**src/rtl/mux_bin_tree_pipe_pkg.sv**
```systemverilog
// Shared elaboration helpers for the pipelined binary-select mux tree.
// Covers the power-of checks, tree depth and per-level fan-out width.
package mux_pkg;

  function automatic bit is_pow(input int unsigned n, input int unsigned base);
    int unsigned v;
    if (base < 2 || n == 0) return 1'b0;
    v = n;
    while (v > 1) begin
      if (v % base != 0) return 1'b0;
      v = v / base;
    end
    return 1'b1;
  endfunction

  function automatic int unsigned levels(input int unsigned n, input int unsigned base);
    int unsigned v;
    int unsigned l;
    v = n;
    l = 0;
    while (v > 1 && base > 1) begin
      v = v / base;
      l++;
    end
    return l;
  endfunction

  // Number of values leaving level k (level 0 is the leaf level).
  function automatic int unsigned width_at(input int unsigned width, input int unsigned split,
                                           input int unsigned k);
    int unsigned v;
    v = width;
    for (int unsigned i = 0; i <= k; i++) v = v / split;
    return v;
  endfunction

endpackage

```
**src/rtl/mux_bin_tree_pipe_if.sv**
```systemverilog
// Select/array request stream in, selected element stream out.
interface mux_bin_tree_pipe_if #(
  parameter type DAT_T = logic [8-1:0],
  parameter int unsigned WIDTH = 32
);
  localparam int unsigned WIDTH_LOG = $clog2(WIDTH);

  logic                 s_vld;
  logic                 s_rdy;
  logic [WIDTH_LOG-1:0] s_bin;
  DAT_T                 s_ary [WIDTH];
  logic                 m_vld;
  logic                 m_rdy;
  DAT_T                 m_dat;

  modport slave (input s_vld, s_bin, s_ary, m_rdy, output s_rdy, m_vld, m_dat);
  modport master (output s_vld, s_bin, s_ary, m_rdy, input s_rdy, m_vld, m_dat);
endinterface

```
**src/rtl/mux_bin_base.sv**
```systemverilog
// SPLIT-way binary-select mux; IMPLEMENTATION picks indexed or AND-OR form.
module mux_bin_base #(
  parameter type DAT_T = logic [8-1:0],
  parameter int unsigned WIDTH = 2,
  parameter int IMPLEMENTATION = 0
)(
  input  logic [$clog2(WIDTH)-1:0] bin,
  input  DAT_T                     ary [WIDTH],
  output DAT_T                     dat
);
  localparam int unsigned BIN_W = $clog2(WIDTH);

  if (IMPLEMENTATION == 0) begin : g_idx
    assign dat = ary[bin];
  end else begin : g_andor
    logic [$bits(DAT_T)-1:0] acc;
    always_comb begin
      acc = '0;
      for (int unsigned i = 0; i < WIDTH; i++) begin
        if (bin == BIN_W'(i)) acc = acc | $bits(DAT_T)'(ary[i]);
      end
    end
    assign dat = DAT_T'(acc);
  end
endmodule

```
**src/rtl/mux_bin_tree_pipe_stage.sv**
```systemverilog
// One tree level: WIDTH_IN/SPLIT muxes plus an optional valid/ready register.
module mux_bin_tree_pipe_stage #(
  parameter type DAT_T = logic [8-1:0],
  parameter int unsigned WIDTH_IN = 2,
  parameter int unsigned SPLIT = 2,
  parameter int unsigned BIN_W = 1,
  parameter bit REG = 1'b1,
  parameter int IMPLEMENTATION = 0
)(
  input  logic             clk,
  input  logic             rst,
  input  logic             in_vld,
  output logic             in_rdy,
  input  logic [BIN_W-1:0] in_bin,
  input  DAT_T             in_ary [WIDTH_IN],
  output logic             out_vld,
  input  logic             out_rdy,
  output logic [BIN_W-1:0] out_bin,
  output DAT_T             out_ary [WIDTH_IN/SPLIT]
);
  localparam int unsigned SPLIT_LOG = $clog2(SPLIT);
  localparam int unsigned WIDTH_OUT = WIDTH_IN / SPLIT;

  DAT_T             mux_ary [WIDTH_OUT];
  logic [BIN_W-1:0] nxt_bin;

  for (genvar i = 0; i < WIDTH_OUT; i++) begin : g_mux
    DAT_T grp [SPLIT];
    for (genvar j = 0; j < SPLIT; j++) begin : g_grp
      assign grp[j] = in_ary[i*SPLIT + j];
    end
    mux_bin_base #(
      .DAT_T(DAT_T),
      .WIDTH(SPLIT),
      .IMPLEMENTATION(IMPLEMENTATION)
    ) u_mux (
      .bin(in_bin[SPLIT_LOG-1:0]),
      .ary(grp),
      .dat(mux_ary[i])
    );
  end

  // Consumed select bits are shifted out so the next level always reads the LSBs.
  assign nxt_bin = in_bin >> SPLIT_LOG;

  if (REG) begin : g_reg
    logic             vld_q;
    logic [BIN_W-1:0] bin_q;
    DAT_T             ary_q [WIDTH_OUT];

    assign in_rdy = !vld_q || out_rdy;

    always_ff @(posedge clk) begin
      if (rst) begin
        vld_q <= 1'b0;
        bin_q <= '0;
        for (int unsigned i = 0; i < WIDTH_OUT; i++) ary_q[i] <= '0;
      end else begin
        if (in_rdy) vld_q <= in_vld;
        if (in_vld && in_rdy) begin
          bin_q <= nxt_bin;
          ary_q <= mux_ary;
        end
      end
    end

    assign out_vld = vld_q;
    assign out_bin = bin_q;
    assign out_ary = ary_q;
  end else begin : g_comb
    logic unused_clk_rst;
    assign unused_clk_rst = clk ^ rst;
    assign in_rdy  = out_rdy;
    assign out_vld = in_vld;
    assign out_bin = nxt_bin;
    assign out_ary = mux_ary;
  end
endmodule

```
**src/rtl/mux_bin_tree_pipe.sv**
```systemverilog
// Pipelined SPLIT-way binary-select mux tree; PIPE[k] registers level k.
module mux_bin_tree_pipe
  import mux_pkg::*;
#(
  parameter type DAT_T = logic [8-1:0],
  parameter int unsigned WIDTH = 32,
  parameter int unsigned SPLIT = 2,
  localparam int unsigned LEVELS = levels(WIDTH, SPLIT),
  parameter logic [LEVELS-1:0] PIPE = '1,
  parameter int IMPLEMENTATION = 0
)(
  input logic               clk,
  input logic               rst,
  mux_bin_tree_pipe_if.slave bus
);
  localparam int unsigned WIDTH_LOG = $clog2(WIDTH);

  if (!is_pow(WIDTH, SPLIT)) begin : g_err_width
    $error("mux_bin_tree_pipe: WIDTH must be a power of SPLIT");
  end
  if (!is_pow(SPLIT, 2)) begin : g_err_split
    $error("mux_bin_tree_pipe: SPLIT must be a power of 2, at least 2");
  end
  if ($bits(PIPE) != LEVELS) begin : g_err_pipe
    $error("mux_bin_tree_pipe: PIPE must be LEVELS bits wide");
  end

  for (genvar k = 0; k < LEVELS; k++) begin : g_lvl
    localparam int unsigned W_OUT = width_at(WIDTH, SPLIT, k);
    localparam int unsigned W_IN  = W_OUT * SPLIT;

    logic                 in_vld, in_rdy, out_vld, out_rdy;
    logic [WIDTH_LOG-1:0] in_bin, out_bin;
    DAT_T                 in_ary  [W_IN];
    DAT_T                 out_ary [W_OUT];

    if (k == 0) begin : g_head
      assign in_vld    = bus.s_vld;
      assign in_bin    = bus.s_bin;
      assign in_ary    = bus.s_ary;
      assign bus.s_rdy = in_rdy;
    end else begin : g_link
      assign in_vld = g_lvl[k-1].out_vld;
      assign in_bin = g_lvl[k-1].out_bin;
      assign in_ary = g_lvl[k-1].out_ary;
    end

    if (k == LEVELS - 1) begin : g_tail
      assign out_rdy = bus.m_rdy;
    end else begin : g_fwd
      assign out_rdy = g_lvl[k+1].in_rdy;
    end

    mux_bin_tree_pipe_stage #(
      .DAT_T(DAT_T),
      .WIDTH_IN(W_IN),
      .SPLIT(SPLIT),
      .BIN_W(WIDTH_LOG),
      .REG(PIPE[k]),
      .IMPLEMENTATION(IMPLEMENTATION)
    ) u_stage (
      .clk(clk),
      .rst(rst),
      .in_vld(in_vld),
      .in_rdy(in_rdy),
      .in_bin(in_bin),
      .in_ary(in_ary),
      .out_vld(out_vld),
      .out_rdy(out_rdy),
      .out_bin(out_bin),
      .out_ary(out_ary)
    );
  end

  assign bus.m_vld = g_lvl[LEVELS-1].out_vld;
  assign bus.m_dat = g_lvl[LEVELS-1].out_ary[0];

  // After the last level every select bit has been consumed.
  logic unused_bin;
  assign unused_bin = ^g_lvl[LEVELS-1].out_bin;
endmodule

```
**src/flat_wrapper.sv**
```systemverilog
// flat-port wrapper written by rule: the top's interface ports become plain ports
module mux_bin_tree_pipe_flat import mux_pkg::*;
#(
  parameter type DAT_T = logic [8-1:0],
  parameter int unsigned WIDTH = 32,
  parameter int unsigned SPLIT = 2,
  localparam int unsigned LEVELS = levels(WIDTH, SPLIT),
  parameter logic [LEVELS-1:0] PIPE = '1,
  parameter int IMPLEMENTATION = 0
)
  (clk, rst, bus_s_vld, bus_s_bin, bus_s_ary, bus_m_rdy, bus_s_rdy, bus_m_vld, bus_m_dat);
  mux_bin_tree_pipe_if #(.DAT_T(DAT_T), .WIDTH(WIDTH)) bus_i ();
  input logic clk;
  input logic rst;
  input wire logic [$bits(bus_i.s_vld)-1:0] bus_s_vld;
  input wire logic [$bits(bus_i.s_bin)-1:0] bus_s_bin;
  input wire logic [$bits(bus_i.s_ary)-1:0] bus_s_ary;
  input wire logic [$bits(bus_i.m_rdy)-1:0] bus_m_rdy;
  output wire logic [$bits(bus_i.s_rdy)-1:0] bus_s_rdy;
  output wire logic [$bits(bus_i.m_vld)-1:0] bus_m_vld;
  output wire logic [$bits(bus_i.m_dat)-1:0] bus_m_dat;
  assign bus_i.s_vld = bus_s_vld;
  assign bus_i.s_bin = bus_s_bin;
  assign bus_i.s_ary = {>>{bus_s_ary}};
  assign bus_i.m_rdy = bus_m_rdy;
  assign bus_s_rdy = bus_i.s_rdy;
  assign bus_m_vld = bus_i.m_vld;
  assign bus_m_dat = bus_i.m_dat;
  mux_bin_tree_pipe #(.DAT_T(DAT_T), .WIDTH(WIDTH), .SPLIT(SPLIT), .PIPE(PIPE), .IMPLEMENTATION(IMPLEMENTATION)) u_core (.clk(clk), .rst(rst), .bus(bus_i));
endmodule
```
**config.mk**
```make
export PLATFORM = sky130hd
export DESIGN_NAME = mux_bin_tree_pipe_flat
export DESIGN_NICKNAME = d
export VERILOG_FILES = /design/src/rtl/mux_bin_tree_pipe_pkg.sv /design/src/rtl/mux_bin_tree_pipe_if.sv /design/src/rtl/mux_bin_base.sv /design/src/rtl/mux_bin_tree_pipe_stage.sv /design/src/rtl/mux_bin_tree_pipe.sv /design/src/flat_wrapper.sv
export SDC_FILE = /design/constraint.sdc
export NUM_CORES = 1
export LEC_CHECK = 0
export BUFFER_PORTS_ARGS = -buffer_cell sky130_fd_sc_hd__clkbuf_2
export CAP_MARGIN = 20
export CORE_MARGIN = 5
export CORE_UTILIZATION = 50
export DETAILED_ROUTE_END_ITERATION = 8
export GPL_TIMING_DRIVEN = 0
export MAX_ROUTING_LAYER = met4
export PLACE_DENSITY = 0.76
export SLEW_MARGIN = 0
export SYNTH_ARGS = -nofsm -noshare
export SYNTH_HDL_FRONTEND = slang
export SYNTH_SLANG_ARGS = --single-unit
```
**constraint.sdc**
```tcl
create_clock -name clk -period 1.54 [get_ports clk]
set_input_delay 0.308 -clock clk [delete_from_list [all_inputs] [get_ports clk]]
set_output_delay 0.308 -clock clk [all_outputs]
set_load 0.1 [all_outputs]
```
==> metrics.md <==
| Metric | Value |
|---|---|
| Root Buffer | clkbuf_16 |
| Failing checks | negative setup slack |
| Largest fanout on the critical path | 3 |
| CTS sink cnt | 263 |
| Compound-cell area share of the yosys netlist | 0.05944 |
| Main combinational cell family by area after synthesis | multiplexers |
| NetSw | 4.000 mW |
| Top Ports | 275 |
| Worst r2r src | u_core.g_lvl[2].u_stage.out_vld |
| Max-cap viol count | 0 |
| Setup violators final | 194 |
| Crit path launch type | flop |
| PortBufs | 272 |
| Total CTS buffers | 27 |
| Sequential share of power | 0.434 |
| Gpl congestion | 0.9257 |
| Status | finished, violations left |
| Cts hold-fix bufs | 0 |
| CORE AREA | 26730 sq um |
| Vias in the first global route | 11210 |
| Cell Area, Synth | 13450 sq um |
| Multi-input gate area | 8132 sq um |
| Total die area | 30280 sq um |
| FFs w/ async S/R, synth | 0 |
| DP Area | 15300 sq um |
| Hold Path Depth | 3 |
| Final Cycle Share | 1.187 |
| Yosys synthesis warning count | 0 |
| Post-Syn Nets | 1634 |
| Die width | 174.0 um |
| Antenna-violating nets left | 0 |
| Antenna violations before repair | 0 |
| Setup TNS | -29.69 ns |
| Remaining DRCs | 0 |
| Syn Inst Count | 1369 |
| Area leader, netlist | dfxtp_1 |
| Number of diodes | 0 |
| R2R cell count | 7 |
| Switching Fraction | 0.2363 |
| Nets | 1972 |
| Register area share after synthesis | 0.3914 |
| Avg Cell Area, Syn | 9.825 sq um |
| Longest Clk Path Bufs | 3 |
| Max IR drop VDD | 0.9018 mV |
| Share of cells above drive strength 1 | 0.3764 |
| Max frequency | 547.3 MHz |
| WS Path Type | reg2out |
| Hold_sp | bus_s_bin[4] |
| #FFs+latches synth | 263 |
| Pleak | 8.022 nW |
| Pins Over Slew Limit | 0 |
| DR pass1 iterations | 5 |
| Final Hold Vio Count | 0 |
| Tightest Pin Transition | 0.6107 ns |
| Post-route setup slack | -0.2873 ns |
| Clock-pin slew on the worst setup and hold paths | 0.06 ns |
| Synthesis-to-finish area growth | 31.73% |
| Largest net degree at the start of global routing | 20 |
| Total power | 16.93 mW |
| Design area | 17720 sq um |
| First-pass GRT wire length | 55340 um |
| Min Tclk post-route | 1.827 ns |
| Post-Synth Simple-Gate Area | 0.1548 |
| Slew HR | 0.5929 |
| Cell variety after synth | 26 |
| Routed vias/inst | 5.162 |
| Vert. Die Dim | 174.0 um |
| HPWL after DPL | 23260 um |
| Comb power frac | 0.154 |
| Clk Latency, worst-skew pair | 0.53 ns |
| CTS H-Tree Depth | 1 |
| Hold Crit Class | in2reg |
| CTS tree | built |
| Clk_skew | 0.01409 ns |
| R2R Setup Slk | -0.24 ns |
| Adder-Cell Fraction of Synth Area | 0 |
| Initial Util | 0.5033 |
| Synth area leaders | dfxtp_1 (39%), mux2i_1 (19%), mux2_2 (14%) |
| Dpl ws | -0.6608 ns |
| Vias | 10680 |
| Fill cells | 2049 |
| Register Area | 5285 sq um |
| Drt total wl | 34310 um |
| Share of the synthesized area in the top cell type | 0.3914 |
| Crit path capture type | output pin |
| RSZ-0062 raised after global routing | true |
| Clk pwr share | 0.411 |
| Total Routing Usage GR | 0.2221 |
| WL/cell | 16.59 um |
| Rows | 60 |
| Pint | 12.93 mW |
| Worst Path Required | 1.23 ns |
| Arr. time, crit path | 1.52 ns |
| Pwr/cell area | 955.4 nW/um^2 |
| Mux share of post-synthesis cell area | 0.3505 |
| Post-synth EDFFs | 0 |
| Total grt overflow | 0 |
| Worst R2R End | u_core.g_lvl[1].u_stage.out_ary[10] |
| Synth Area in XOR/XNOR | 0 |
| Main synth FF type | dfxtp_1 |
| Min-Delay Endpoint | u_core.g_lvl[0].u_stage.out_bin[3] |
| DR iter-0 viols | 419 |
worst max path at each step:
stage               depth (start not counted)                       startpoint  slack (ns)                              endpoint
finish                                      4  u_core.g_lvl[3].u_stage.out_vld       -0.29                             bus_s_rdy
global route                                4  u_core.g_lvl[1].u_stage.out_vld       -0.33                             bus_s_rdy
CTS                                         4  u_core.g_lvl[2].u_stage.out_vld       -0.31                             bus_s_rdy
detailed placement                          6                              rst       -0.66   u_core.g_lvl[0].u_stage.out_ary[73]
global placement                            6                              rst       -0.65   u_core.g_lvl[0].u_stage.out_ary[73]
floorplan                                   6  u_core.g_lvl[4].u_stage.out_vld       -0.19  u_core.g_lvl[0].u_stage.out_ary[102]
Yosys cell counts (2+ instances only):
| cell | n |
|---|---|
| mux2_1 | 30 |
| mux2i_1 | 255 |
| o21ai_0 | 2 |
| dfxtp_1 | 263 |
| buf_1 | 6 |
| inv_1 | 4 |
| nor2_1 | 194 |
| and2_1 | 2 |
| nor2b_1 | 192 |
| buf_6 | 4 |
| clkbuf_1 | 47 |
| nand3_1 | 4 |
| nand2b_1 | 12 |
| o21ai_1 | 2 |
| buf_4 | 6 |
| a211oi_1 | 56 |
| buf_2 | 57 |
| mux2_2 | 162 |
| a21oi_1 | 64 |
logic make-up after synthesis:
logic type	count (synthesis)
simple gates	408
mux	447
compound gates	127
flops	263
buf+inv	124
repair_timing:
item | CTS | global route
pin swaps | 3 | 8
gates resized for setup | 234 | 53
cloned | 13 | 0
setup endpoints to repair | 245 | 248
buffers inserted | 26 | 13
metal layers:
layer  vias to the layer above  share of wire  track usage
met5                         -              0            -
met4                         0          0.013      0.04025
met3                        33          0.039      0.02392
met2                       237           0.49       0.3757
met1                      5031           0.46       0.2926
li1                       5375              -            -
flip-flops by register name (all words and copies together), names as in the netlist:
signal                        cells
u_core.g_lvl.u_stage.out_vld      5
u_core.g_lvl.u_stage.out_bin     10
u_core.g_lvl.u_stage.out_ary    248
power groups by stage:
stage	clock network, mW	logic [mW]	registers (mW)
2_1_floorplan	0	1.44	7.47
3_3_place_gp	0	2.09	7.48
3_5_place_dp	0	2.14	7.49
4_1_cts	7.04	2.62	7.34
5_1_grt	7.38	2.83	7.39
6_report	6.96	2.61	7.35
per-stage QoR:
step	util	hold slack (ns)	std cells
after global placement	0.5726	0.4605	1982
after floorplan	-	0.4400	1369
after global routing	0.6630	0.05064	2068
final	0.6630	0.04642	2068
after detailed placement	0.5726	0.4629	1982
after CTS	0.6625	0.02447	2068
critical path: stages (launching register included):
cell and delay (ns):
dfxtp_4 0.37, and4b_1 0.21, buf_6 0.12, nand3_4 0.08, clkbuf_16 0.20
area by class of cell:
type | instances | area share
multi-input combinational | 982 | 0.4589
sequential | 263 | 0.2983
timing repair buffer | 314 | 0.1176
clock buffer | 42 | 0.04640
buffer | 115 | 0.04625
tap | 341 | 0.02408
clock inverter | 7 | 0.007627
inverter | 4 | 0.0008474
placed cells by master (no fill, tap or decap), types with 9 or more instances in the layout:
cell type and instances:
buf_12 15, nor2_1 193, clkbuf_1 37, nand2b_1 12, nor2b_1 192, buf_8 19, mux2_4 128, clkbuf_16 29
a21oi_1 62, mux2_2 64, clkbuf_8 9, buf_6 12, dfxtp_1 257, clkbuf_2 268, mux2i_1 255, a211oi_1 54
buf_4 26, buf_2 39
(Power assumes the default switching activity.)
